$ cat config.mk
export PLATFORM = sky130hd
export DESIGN_NAME = i2s_tx_fs_gen
export DESIGN_NICKNAME = d
export VERILOG_FILES = /design/src/rtl/i2s_pkg.sv /design/src/rtl/i2s_tx_serializer.sv /design/src/rtl/i2s_tx_fs_gen.sv
export SDC_FILE = /design/constraint.sdc
export NUM_CORES = 1
export LEC_CHECK = 0
export CAP_MARGIN = 20
export CORE_ASPECT_RATIO = 1.75
export CORE_MARGIN = 2
export CORE_UTILIZATION = 55
export DETAILED_ROUTE_END_ITERATION = 10
export GPL_ROUTABILITY_DRIVEN = 0
export HOLD_SLACK_MARGIN = 0.08
export PLACE_DENSITY = 0.82
export SLEW_MARGIN = 20
export SYNTH_ARGS = -nofsm -noshare
export SYNTH_HDL_FRONTEND = slang
export SYNTH_SLANG_ARGS = --single-unit
$ cat constraint.sdc
create_clock -name clk_256fs -period 5.9 [get_ports clk_256fs]
set_clock_uncertainty 0.15 [all_clocks]
set_input_delay 1.18 -clock clk_256fs [delete_from_list [all_inputs] [get_ports clk_256fs]]
set_output_delay 1.18 -clock clk_256fs [all_outputs]
set_load 0.01 [all_outputs]
$ cat src/rtl/i2s_pkg.sv
// Shared constants, startup state encoding and the slot-to-bit mapping
// used by the I2S transmit frame generator.
package i2s_pkg;

    localparam int unsigned CNT_W         = 8;
    localparam int unsigned SLOT_BITS     = 32;
    localparam int unsigned BICK_DIV_LOG2 = 2;
    localparam int unsigned UNDERRUN_W    = 8;
    localparam int unsigned SAMPLE_MAX_W  = 24;
    localparam int unsigned SLOT_IDX_W    = $clog2(SLOT_BITS);

    typedef enum logic {
        ST_STARTUP,
        ST_RUN
    } startup_state_t;

    // Slot 0 is the one-BICK I2S delay; slots 1..w carry the word MSB first.
    function automatic logic slot_bit(
        input logic [SAMPLE_MAX_W-1:0] sample,
        input logic [SLOT_IDX_W-1:0]   slot,
        input int unsigned             w
    );
        logic [SLOT_IDX_W-1:0] idx;
        logic                  b;
        b   = 1'b0;
        idx = SLOT_IDX_W'(w - 32'(slot));
        if (slot != '0 && 32'(slot) <= w) begin
            b = sample[idx];
        end
        return b;
    endfunction

endpackage

$ cat src/rtl/i2s_tx_serializer.sv
// Shadow sample pair, frame-end latch with underrun counting, and the
// serial data shifter aligned to the falling edge of BICK.
module i2s_tx_serializer
    import i2s_pkg::*;
#(
    parameter int unsigned W = 16
) (
    input  logic                  clk_256fs,
    input  logic                  rst_n,
    input  logic [CNT_W-1:0]      cnt,
    input  logic                  ready,
    input  logic                  mute_q,
    input  logic [W-1:0]          sample_l,
    input  logic [W-1:0]          sample_r,
    input  logic                  sample_valid,
    output logic                  sdout,
    output logic [UNDERRUN_W-1:0] underrun_cnt
);

    localparam int unsigned HI_W = CNT_W - BICK_DIV_LOG2;

    logic [W-1:0]            shadow_l;
    logic [W-1:0]            shadow_r;
    logic                    latch;
    logic                    bit_step;
    logic [HI_W-1:0]         slot_next;
    logic [SAMPLE_MAX_W-1:0] word;
    logic                    sd_next;

    assign latch    = (cnt == '1);
    assign bit_step = (cnt[BICK_DIV_LOG2-1:0] == '1);

    // Only used on bit_step edges, where the low count bits roll over and
    // the channel/slot field simply advances by one.
    assign slot_next = cnt[CNT_W-1:BICK_DIV_LOG2] + 1'b1;

    always_comb begin
        word        = '0;
        word[W-1:0] = slot_next[HI_W-1] ? shadow_r : shadow_l;
        sd_next     = 1'b0;
        if (ready && !mute_q) begin
            sd_next = slot_bit(word, slot_next[SLOT_IDX_W-1:0], W);
        end
    end

    always_ff @(posedge clk_256fs or negedge rst_n) begin
        if (!rst_n) begin
            shadow_l     <= '0;
            shadow_r     <= '0;
            underrun_cnt <= '0;
        end else if (latch) begin
            if (sample_valid) begin
                shadow_l <= sample_l;
                shadow_r <= sample_r;
            end else if (ready && underrun_cnt != '1) begin
                underrun_cnt <= underrun_cnt + 1'b1;
            end
        end
    end

    always_ff @(posedge clk_256fs or negedge rst_n) begin
        if (!rst_n) begin
            sdout <= 1'b0;
        end else if (bit_step) begin
            sdout <= sd_next;
        end
    end

endmodule

$ cat src/rtl/i2s_tx_fs_gen.sv
// I2S master transmitter: derives BICK/LRCK from the 256fs clock, sequences
// the startup mute and frame-aligned mute, and drives the serializer.
module i2s_tx_fs_gen
    import i2s_pkg::*;
#(
    parameter int unsigned W           = 16,
    parameter int unsigned MUTE_FRAMES = 16
) (
    input  logic                  clk_256fs,
    input  logic                  rst_n,
    input  logic [W-1:0]          sample_l,
    input  logic [W-1:0]          sample_r,
    input  logic                  sample_valid,
    input  logic                  mute,
    output logic                  fs_strobe,
    output logic                  bick,
    output logic                  lrck,
    output logic                  sdout,
    output logic                  ready,
    output logic [UNDERRUN_W-1:0] underrun_cnt
);

    if (W < 8 || W > SAMPLE_MAX_W) begin : g_bad_w
        $error("i2s_tx_fs_gen: W must be in 8..24");
    end
    if (MUTE_FRAMES < 1) begin : g_bad_mute
        $error("i2s_tx_fs_gen: MUTE_FRAMES must be at least 1");
    end

    localparam int unsigned      FC_W     = $clog2(MUTE_FRAMES + 1);
    localparam logic [FC_W-1:0]  FC_LAST  = FC_W'(MUTE_FRAMES - 1);
    localparam logic [CNT_W-1:0] CNT_LAST = '1;
    localparam logic [CNT_W-1:0] CNT_PRE  = CNT_LAST - 1'b1;

    logic [CNT_W-1:0] cnt;
    logic             frame_end;
    logic             mute_q;
    logic [FC_W-1:0]  frame_cnt;
    logic [FC_W-1:0]  frame_cnt_d;
    startup_state_t   state_q;
    startup_state_t   state_d;

    assign frame_end = (cnt == CNT_LAST);

    always_ff @(posedge clk_256fs or negedge rst_n) begin
        if (!rst_n) begin
            cnt       <= '0;
            fs_strobe <= 1'b0;
        end else begin
            cnt       <= cnt + 1'b1;
            fs_strobe <= (cnt == CNT_PRE);
        end
    end

    // Clocks are taken straight from counter flops so they cannot glitch.
    assign bick = cnt[BICK_DIV_LOG2-1];
    assign lrck = cnt[CNT_W-1];

    always_ff @(posedge clk_256fs or negedge rst_n) begin
        if (!rst_n) begin
            state_q   <= ST_STARTUP;
            frame_cnt <= '0;
        end else begin
            state_q   <= state_d;
            frame_cnt <= frame_cnt_d;
        end
    end

    always_comb begin
        state_d     = state_q;
        frame_cnt_d = frame_cnt;
        if (state_q == ST_STARTUP && frame_end) begin
            frame_cnt_d = frame_cnt + 1'b1;
            if (frame_cnt == FC_LAST) begin
                state_d = ST_RUN;
            end
        end
    end

    assign ready = (state_q == ST_RUN);

    always_ff @(posedge clk_256fs or negedge rst_n) begin
        if (!rst_n) begin
            mute_q <= 1'b1;
        end else if (frame_end) begin
            mute_q <= mute;
        end
    end

    i2s_tx_serializer #(
        .W (W)
    ) u_serializer (
        .clk_256fs    (clk_256fs),
        .rst_n        (rst_n),
        .cnt          (cnt),
        .ready        (ready),
        .mute_q       (mute_q),
        .sample_l     (sample_l),
        .sample_r     (sample_r),
        .sample_valid (sample_valid),
        .sdout        (sdout),
        .underrun_cnt (underrun_cnt)
    );

endmodule

Word level (Yosys, flattened, before mapping)
Index checks and enable logic that the tools add are counted.
{ "op_classes": {"n_bitwise": 2, "reduce_logical": 9, "n_mux": 5, "eq_ne": 5, "n_lt_le_gt_ge": 2, "n_addsub": 5} }
{ "op_table": {"columns": ["operator", "n"], "rows": [
  ["8-bit by 1-bit adder with 8-bit output, second input constant", 2],
  ["8-bit == test, second input constant", 2],
  ["16-bit 2-to-1 mux", 1],
  ["8-bit != test, second input constant", 1],
  ["6-bit by 1-bit adder with 6-bit output, second input constant", 1],
  ["5-bit by 6-bit < comparator with 1-bit output, second input constant", 1],
  ["5-bit by 1-bit adder with 5-bit output, second input constant", 1],
  ["1-bit binary-select mux with 5-bit select", 1],
  ["5-bit by 4-bit == test with 1-bit output, second input constant", 1],
  ["5-bit <= comparator, second input constant", 1],
  ["5-bit nonzero test", 1],
  ["5-bit subtractor, first input constant", 1],
  ["1-bit logical AND", 4],
  ["2-bit AND reduction", 2],
  ["1-bit 2-to-1 mux", 3],
  ["3-bit AND reduction", 1],
  ["2-bit == test, second input constant", 1],
  ["1-bit inverter", 2],
  ["1-bit zero test", 1]
]} }
{ "totals": {"reg_bits": 57, "word_cells": 37, "out_inout_bits": 13} }

Longest topological paths before layout
{ "depth": {"ltp_word": 6, "depth_mapped": 9, "mapped_depth_nobuf": 7} }

Hierarchy
A second synthesis with hierarchy kept.
{ "unflattened": {"hier_cells": 259, "area_unflattened_um2": 3011.6} }
{ "by_module_without_submodules": {"columns": ["mod", "n_inst", "cells_each", "seq_area_each_um2", "area_per_inst_um2"], "rows": [
  ["i2s_tx_serializer", 1, 203, 1026.0, 2274.7],
  ["i2s_tx_fs_gen", 1, 56, 401.6, 737.0]
]} }

Worst setup path before layout
OpenSTA, ideal clock, no wires.
{ "synth_timing": {"path_kind": "register to register", "start": "register cnt[2]", "end": "register u_serializer.sdout", "path_stages_with_launch": 9, "n_path_buf": 1, "arrival_ns": 2.008, "required_time_ns": 5.656, "path_slack_ns": 3.648, "setup_time_ns": 0.094, "cell_sequence": "dfrtp_1 ha_1 buf_6 nand2_1 o22ai_1 mux2_2 a2111oi_2 nor4_1 a211oi_1"} }
{ "synth_between": {"elab_chain_cells": 6, "elab_cells_between_ends": 10, "classes_between": "add/sub (2); order compare (1); mux (5); reduce/logical (2)"} }
{ "synth_rtl": {"columns": ["element", "line_no", "source"], "rows": [
  ["start, declared", "i2s_tx_fs_gen.sv:35", "logic [CNT_W-1:0] cnt;"],
  ["start signal, assigned", "i2s_tx_fs_gen.sv:50", "cnt <= cnt + 1'b1;"],
  ["6-bit by 1-bit adder with 6-bit output *", "i2s_tx_serializer.sv:35", "assign slot_next = cnt[CNT_W-1:BICK_DIV_LOG2] + 1'b1;"],
  ["5-bit subtractor or 16-bit 2-to-1 mux (tied branches)", "i2s_pkg.sv:26, i2s_tx_serializer.sv:39", null],
  ["1-bit binary-select mux with 5-bit select", "i2s_pkg.sv:28", "b = sample[idx];"],
  ["1-bit 2-to-1 mux (implied by the code)", "i2s_pkg.sv:28", null],
  ["1-bit 2-to-1 mux *", "i2s_pkg.sv:27", "if (slot != '0 && 32'(slot) <= w) begin"],
  ["1-bit 2-to-1 mux *", "i2s_tx_serializer.sv:41", "if (ready && !mute_q) begin"],
  ["end signal, assigned", "i2s_tx_serializer.sv:65", "sdout <= sd_next;"],
  ["end, declared", "i2s_tx_serializer.sv:16", "output logic sdout,"]
]} }
Every way passes the cells marked *; elsewhere a longest branch is shown, timed or not. The select of a mux whose other input is x is not followed.
A chain may end at the register's enable or synchronous reset.

Worst setup path after layout
{ "layout_timing": {"start": "register cnt[7]", "end": "output port lrck"} }
{ "layout_lines": {"columns": ["element", "line_no", "source"], "rows": [
  ["end, declared", "i2s_tx_fs_gen.sv:17", "output logic lrck,"]
]} }
No word-level cell between the ends.

==> run_summary.xml <==
<?xml version="1.0" encoding="UTF-8"?>
<metrics>
  <group name="critical_path">
    <metric name="timing.critical_path.from_type" unit="">register</metric>
    <metric name="cp-endpoint" unit="">lrck</metric>
    <metric name="worst_ep_arrival_time" unit="ps">1890</metric>
    <metric name="crit_path_top_delay_cell" unit="">sky130_fd_sc_hd__dfrtp_1</metric>
    <metric name="launch_instance_of_the_worst_register_to_register_path" unit="">cnt[2]</metric>
    <metric name="reg2reg_slack" unit="ps">3040</metric>
    <metric name="cp-end-kind" unit="">output pin</metric>
    <metric name="timing_worst_setup_path_type" unit="">register to output pin</metric>
    <metric name="logic_depth_of_the_worst_register_to_register_path" unit="">7</metric>
    <metric name="crit_path_cell_chain" unit="">clkdlybuf4s50_1</metric>
    <metric name="worstReg2RegEnd" unit="">u_serializer.sdout</metric>
    <metric name="cp-startpoint" unit="">cnt[7]</metric>
    <metric name="crit_buf_inv" unit="">1</metric>
    <metric name="cp_data_required_time" unit="ps">4570</metric>
    <metric name="worstSetupPathDepth" unit="">1</metric>
    <metric name="critical_path_peak_fanout" unit="">22</metric>
    <metric name="critical_path.max_stage_delay" unit="ps">880</metric>
    <metric name="critical_path.top_delay_family" unit="">flip-flops</metric>
  </group>
  <group name="routing">
    <metric name="drc" unit="">0</metric>
    <metric name="drtPass1Iterations" unit="">4</metric>
    <metric name="antenna_violating_nets_post_route" unit="">0</metric>
    <metric name="dr_total_vias" unit="">2111</metric>
    <metric name="drt-vias-per-instance" unit="">5.82</metric>
    <metric name="totalWireLength" unit="um">5990</metric>
    <metric name="post_drt_wl_per_cell" unit="um">16.5</metric>
    <metric name="dr.first_iter.drc_count" unit="">48</metric>
  </group>
  <group name="placement">
    <metric name="place.port_buffers" unit="">48</metric>
    <metric name="pre_cts_ws" unit="ps">3050</metric>
    <metric name="dp_hpwl" unit="um">4270</metric>
    <metric name="placed_cells_incl_taps" unit="">347</metric>
  </group>
  <group name="timing">
    <metric name="final-setup-viol-count" unit="">0</metric>
    <metric name="finalMaxSlewViolations" unit="">0</metric>
    <metric name="whs" unit="ps">316</metric>
    <metric name="slew_headroom" unit="%">45.2</metric>
    <metric name="crit_share_post_route" unit="%">54.7</metric>
    <metric name="worst_slew_pin_slew" unit="ps">822</metric>
    <metric name="final-hold-violation-count" unit="">0</metric>
    <metric name="layout_min_cycle_time" unit="ps">3220</metric>
    <metric name="fmax" unit="GHz">0.310</metric>
    <metric name="setup-tns-final" unit="ps">0</metric>
    <metric name="rsz_0062_raised_after_global_routing" unit="">false</metric>
    <metric name="setup_slack" unit="ps">2680</metric>
  </group>
  <group name="clock_network">
    <metric name="cts.repair_timing.setup_buffer_count" unit="">0</metric>
    <metric name="post_cts.resized_instances" unit="">0</metric>
    <metric name="cts.clk_slew.worst_paths" unit="ps">70</metric>
    <metric name="clock_sink_count" unit="">57</metric>
    <metric name="clock_tree.htree_level_count" unit="">3</metric>
    <metric name="clkLatencyLatePin" unit="ps">350</metric>
    <metric name="tritoncts_clock_tree" unit="">built</metric>
    <metric name="cts_inserted_buffers" unit="">9</metric>
    <metric name="cts-root-to-sink-buffers" unit="">2</metric>
    <metric name="clock-root-buffer" unit="">sky130_fd_sc_hd__clkbuf_8</metric>
    <metric name="cts_hold_buf" unit="">0</metric>
  </group>
  <group name="synthesis">
    <metric name="synthDominantAreaCellType" unit="">sky130_fd_sc_hd__dfrtp_1</metric>
    <metric name="yosys-top-cells-count" unit="">56 x sky130_fd_sc_hd__dfrtp_1, 36 x sky130_fd_sc_hd__mux2_2, 20 x sky130_fd_sc_hd__nand2_1, 15 x sky130_fd_sc_hd__xnor2_1, 10 x sky130_fd_sc_hd__nor2_1</metric>
    <metric name="postSynthNetCount" unit="">297</metric>
    <metric name="synth.cell_area" unit="mm^2">0.00293</metric>
    <metric name="synthTopCellsByArea" unit="">sky130_fd_sc_hd__dfrtp_1 48%, sky130_fd_sc_hd__mux2_2 14%, sky130_fd_sc_hd__xnor2_1 4.5%</metric>
    <metric name="synthesis.yosys.warnings" unit="">0</metric>
    <metric name="synth_cell_types" unit="">47</metric>
    <metric name="yosys_register_bits" unit="">57</metric>
    <metric name="ys_async_sr_fraction" unit="%">100</metric>
    <metric name="synth_sequential_area_ratio" unit="%">48.7</metric>
    <metric name="avgSynthCellArea" unit="um^2">11.5</metric>
    <metric name="yosys.cell_count.top_type" unit="">sky130_fd_sc_hd__dfrtp_1</metric>
    <metric name="edff_count_synth" unit="">0</metric>
    <metric name="yosys.area.top_type_share" unit="%">47.8</metric>
    <metric name="leading_register_cell_type_out_of_synthesis" unit="">sky130_fd_sc_hd__dfrtp_1</metric>
    <metric name="synthCells" unit="">254</metric>
  </group>
  <group name="die">
    <metric name="initial_utilization" unit="%">56.2</metric>
    <metric name="die_area" unit="mm^2">0.00595</metric>
    <metric name="core_region_area" unit="mm^2">0.00521</metric>
    <metric name="width_of_the_chip" unit="um">59.2</metric>
    <metric name="die_y" unit="um">101</metric>
    <metric name="standard_cell_rows" unit="">35</metric>
    <metric name="io_pins" unit="">49</metric>
  </group>
  <group name="min_path">
    <metric name="hp-class" unit="">register to register</metric>
    <metric name="holdCritStartpoint" unit="">frame_cnt[3]</metric>
    <metric name="hold_depth" unit="">1</metric>
  </group>
  <group name="pwr">
    <metric name="share_clk_of_total_power" unit="%">46.3</metric>
    <metric name="pwr-share-comb" unit="%">4.0</metric>
    <metric name="vdd.ir_drop.worst" unit="mV">0.203</metric>
    <metric name="power.leakage" unit="nW">1.65</metric>
    <metric name="p_sw_share" unit="%">22.6</metric>
    <metric name="cell_internal_pwr" unit="W">0.000608</metric>
    <metric name="p_switching" unit="W">0.000177</metric>
    <metric name="power.sequential.fraction" unit="%">49.7</metric>
    <metric name="cellPowerDensity" unit="mW/mm^2">218</metric>
  </group>
  <group name="cells_and_area">
    <metric name="multi_input_area" unit="mm^2">0.00140</metric>
    <metric name="antenna_cells" unit="">0</metric>
    <metric name="instances_no_fill" unit="">363</metric>
    <metric name="final_core_util" unit="%">69.3</metric>
    <metric name="final_layout_size_suffix_gt1_share" unit="%">20.1</metric>
    <metric name="syn2layout_area_growth" unit="%">23.2</metric>
    <metric name="final.fill_count" unit="">390</metric>
    <metric name="final_nets" unit="">346</metric>
    <metric name="final-seq-area" unit="mm^2">0.00143</metric>
  </group>
  <group name="global_routing">
    <metric name="largest_net_degree_at_the_start_of_global_routing" unit="">58</metric>
    <metric name="grt_antenna_before_repair" unit="">0</metric>
    <metric name="vias_in_the_first_global_route" unit="">2117</metric>
    <metric name="grt_pass1_wl" unit="um">9830</metric>
    <metric name="groute.usage.overall" unit="%">22.4</metric>
    <metric name="global_route.overflow_total" unit="">0</metric>
  </group>
  <group name="flow_run">
    <metric name="max_cap_viol_count" unit="">0</metric>
  </group>
  <group name="status">
    <metric name="status" unit="">finished, final reports clean</metric>
  </group>
</metrics>
## flip-flops by register name (all words and copies together) (netlist names), 5 cells and up
signal / cells
u_serializer.shadow_l: 16
u_serializer.shadow_r: 16
cnt: 8
u_serializer.underrun_cnt: 8
frame_cnt: 5
## cells in the final DEF (no fill, tap or decap), types with 2 or more instances in the layout
cell type and count:
sky130_fd_sc_hd__a211o_1 3, sky130_fd_sc_hd__clkinvlp_4 3, sky130_fd_sc_hd__ha_1 7, sky130_fd_sc_hd__buf_4 2, sky130_fd_sc_hd__nand4_1 5, sky130_fd_sc_hd__a21oi_1 7, sky130_fd_sc_hd__xor2_1 6, sky130_fd_sc_hd__nor3_1 6
sky130_fd_sc_hd__mux2i_1 7, sky130_fd_sc_hd__inv_1 5, sky130_fd_sc_hd__clkbuf_8 9, sky130_fd_sc_hd__nand3_1 8, sky130_fd_sc_hd__nor2b_1 4, sky130_fd_sc_hd__clkdlybuf4s50_1 47, sky130_fd_sc_hd__xnor2_1 15, sky130_fd_sc_hd__nor4_1 2
sky130_fd_sc_hd__clkinv_4 2, sky130_fd_sc_hd__mux2_2 36, sky130_fd_sc_hd__and3_1 4, sky130_fd_sc_hd__nor2_1 10, sky130_fd_sc_hd__a211oi_1 3, sky130_fd_sc_hd__dfrtp_1 56, sky130_fd_sc_hd__o22ai_1 3, sky130_fd_sc_hd__nand2b_1 2
sky130_fd_sc_hd__or2b_1 2, sky130_fd_sc_hd__nand2_1 20, sky130_fd_sc_hd__o21ai_1 2, sky130_fd_sc_hd__o21ai_0 6, sky130_fd_sc_hd__a31oi_1 3
## layout make-up
class | count | area share (%)
Clock buffer | 9 | 3.43
Clock inverter | 7 | 2.18
Inverter | 5 | 0.520
Multi-Input combinational cell | 180 | 38.8
Sequential cell | 57 | 39.5
Tap cell | 55 | 1.91
Timing Repair Buffer | 50 | 13.6
## cell families (layout without fill, tap and decap cells)
group	Yosys count	after routing	synth area share [%]
flops	57	57	48.7
compound gates	38	38	9.01
buf+inv	17	71	3.46
simple gates	70	70	12.6
xor+xnor	21	21	6.28
mux	44	44	17.0
fa+ha+maj	7	7	2.99
## worst min-delay path by stage
| stage | slack (ps) | end |
|---|---|---|
| finish | 320 | frame_cnt[3] |
| global route | 350 | frame_cnt[3] |
| CTS | 330 | frame_cnt[3] |
| detailed placement | 310 | frame_cnt[3] |
| global placement | 320 | frame_cnt[3] |
| floorplan | 290 | frame_cnt[3] |
## through the flow
stage          power (W)  instance area [um^2]
2_1_floorplan   0.000399                  2930
3_3_place_gp    0.000430                  3410
3_5_place_dp    0.000430                  3410
4_1_cts         0.000795                  3610
5_1_grt         0.000815                  3610
6_report        0.000786                  3610
## power groups by stage
stage	combinational (W)	clock (W)	sequential [W]
after global placement	0.0000317	0	0.000398
after global routing	0.0000344	0.000390	0.000390
final	0.0000311	0.000364	0.000391
after CTS	0.0000320	0.000372	0.000391
after detailed placement	0.0000319	0	0.000398
after floorplan	0.000000344	0	0.000398
## layer usage
layer  wire length [um]  up-vias  track usage [%]
met5                  0        -                0
met4                225        0             15.2
met3                210       18             4.62
met2               3150       55             35.5
met1               2400     1023             26.5
li1                   -     1015                -
Note: power is estimated with default switching activity, not from simulation.
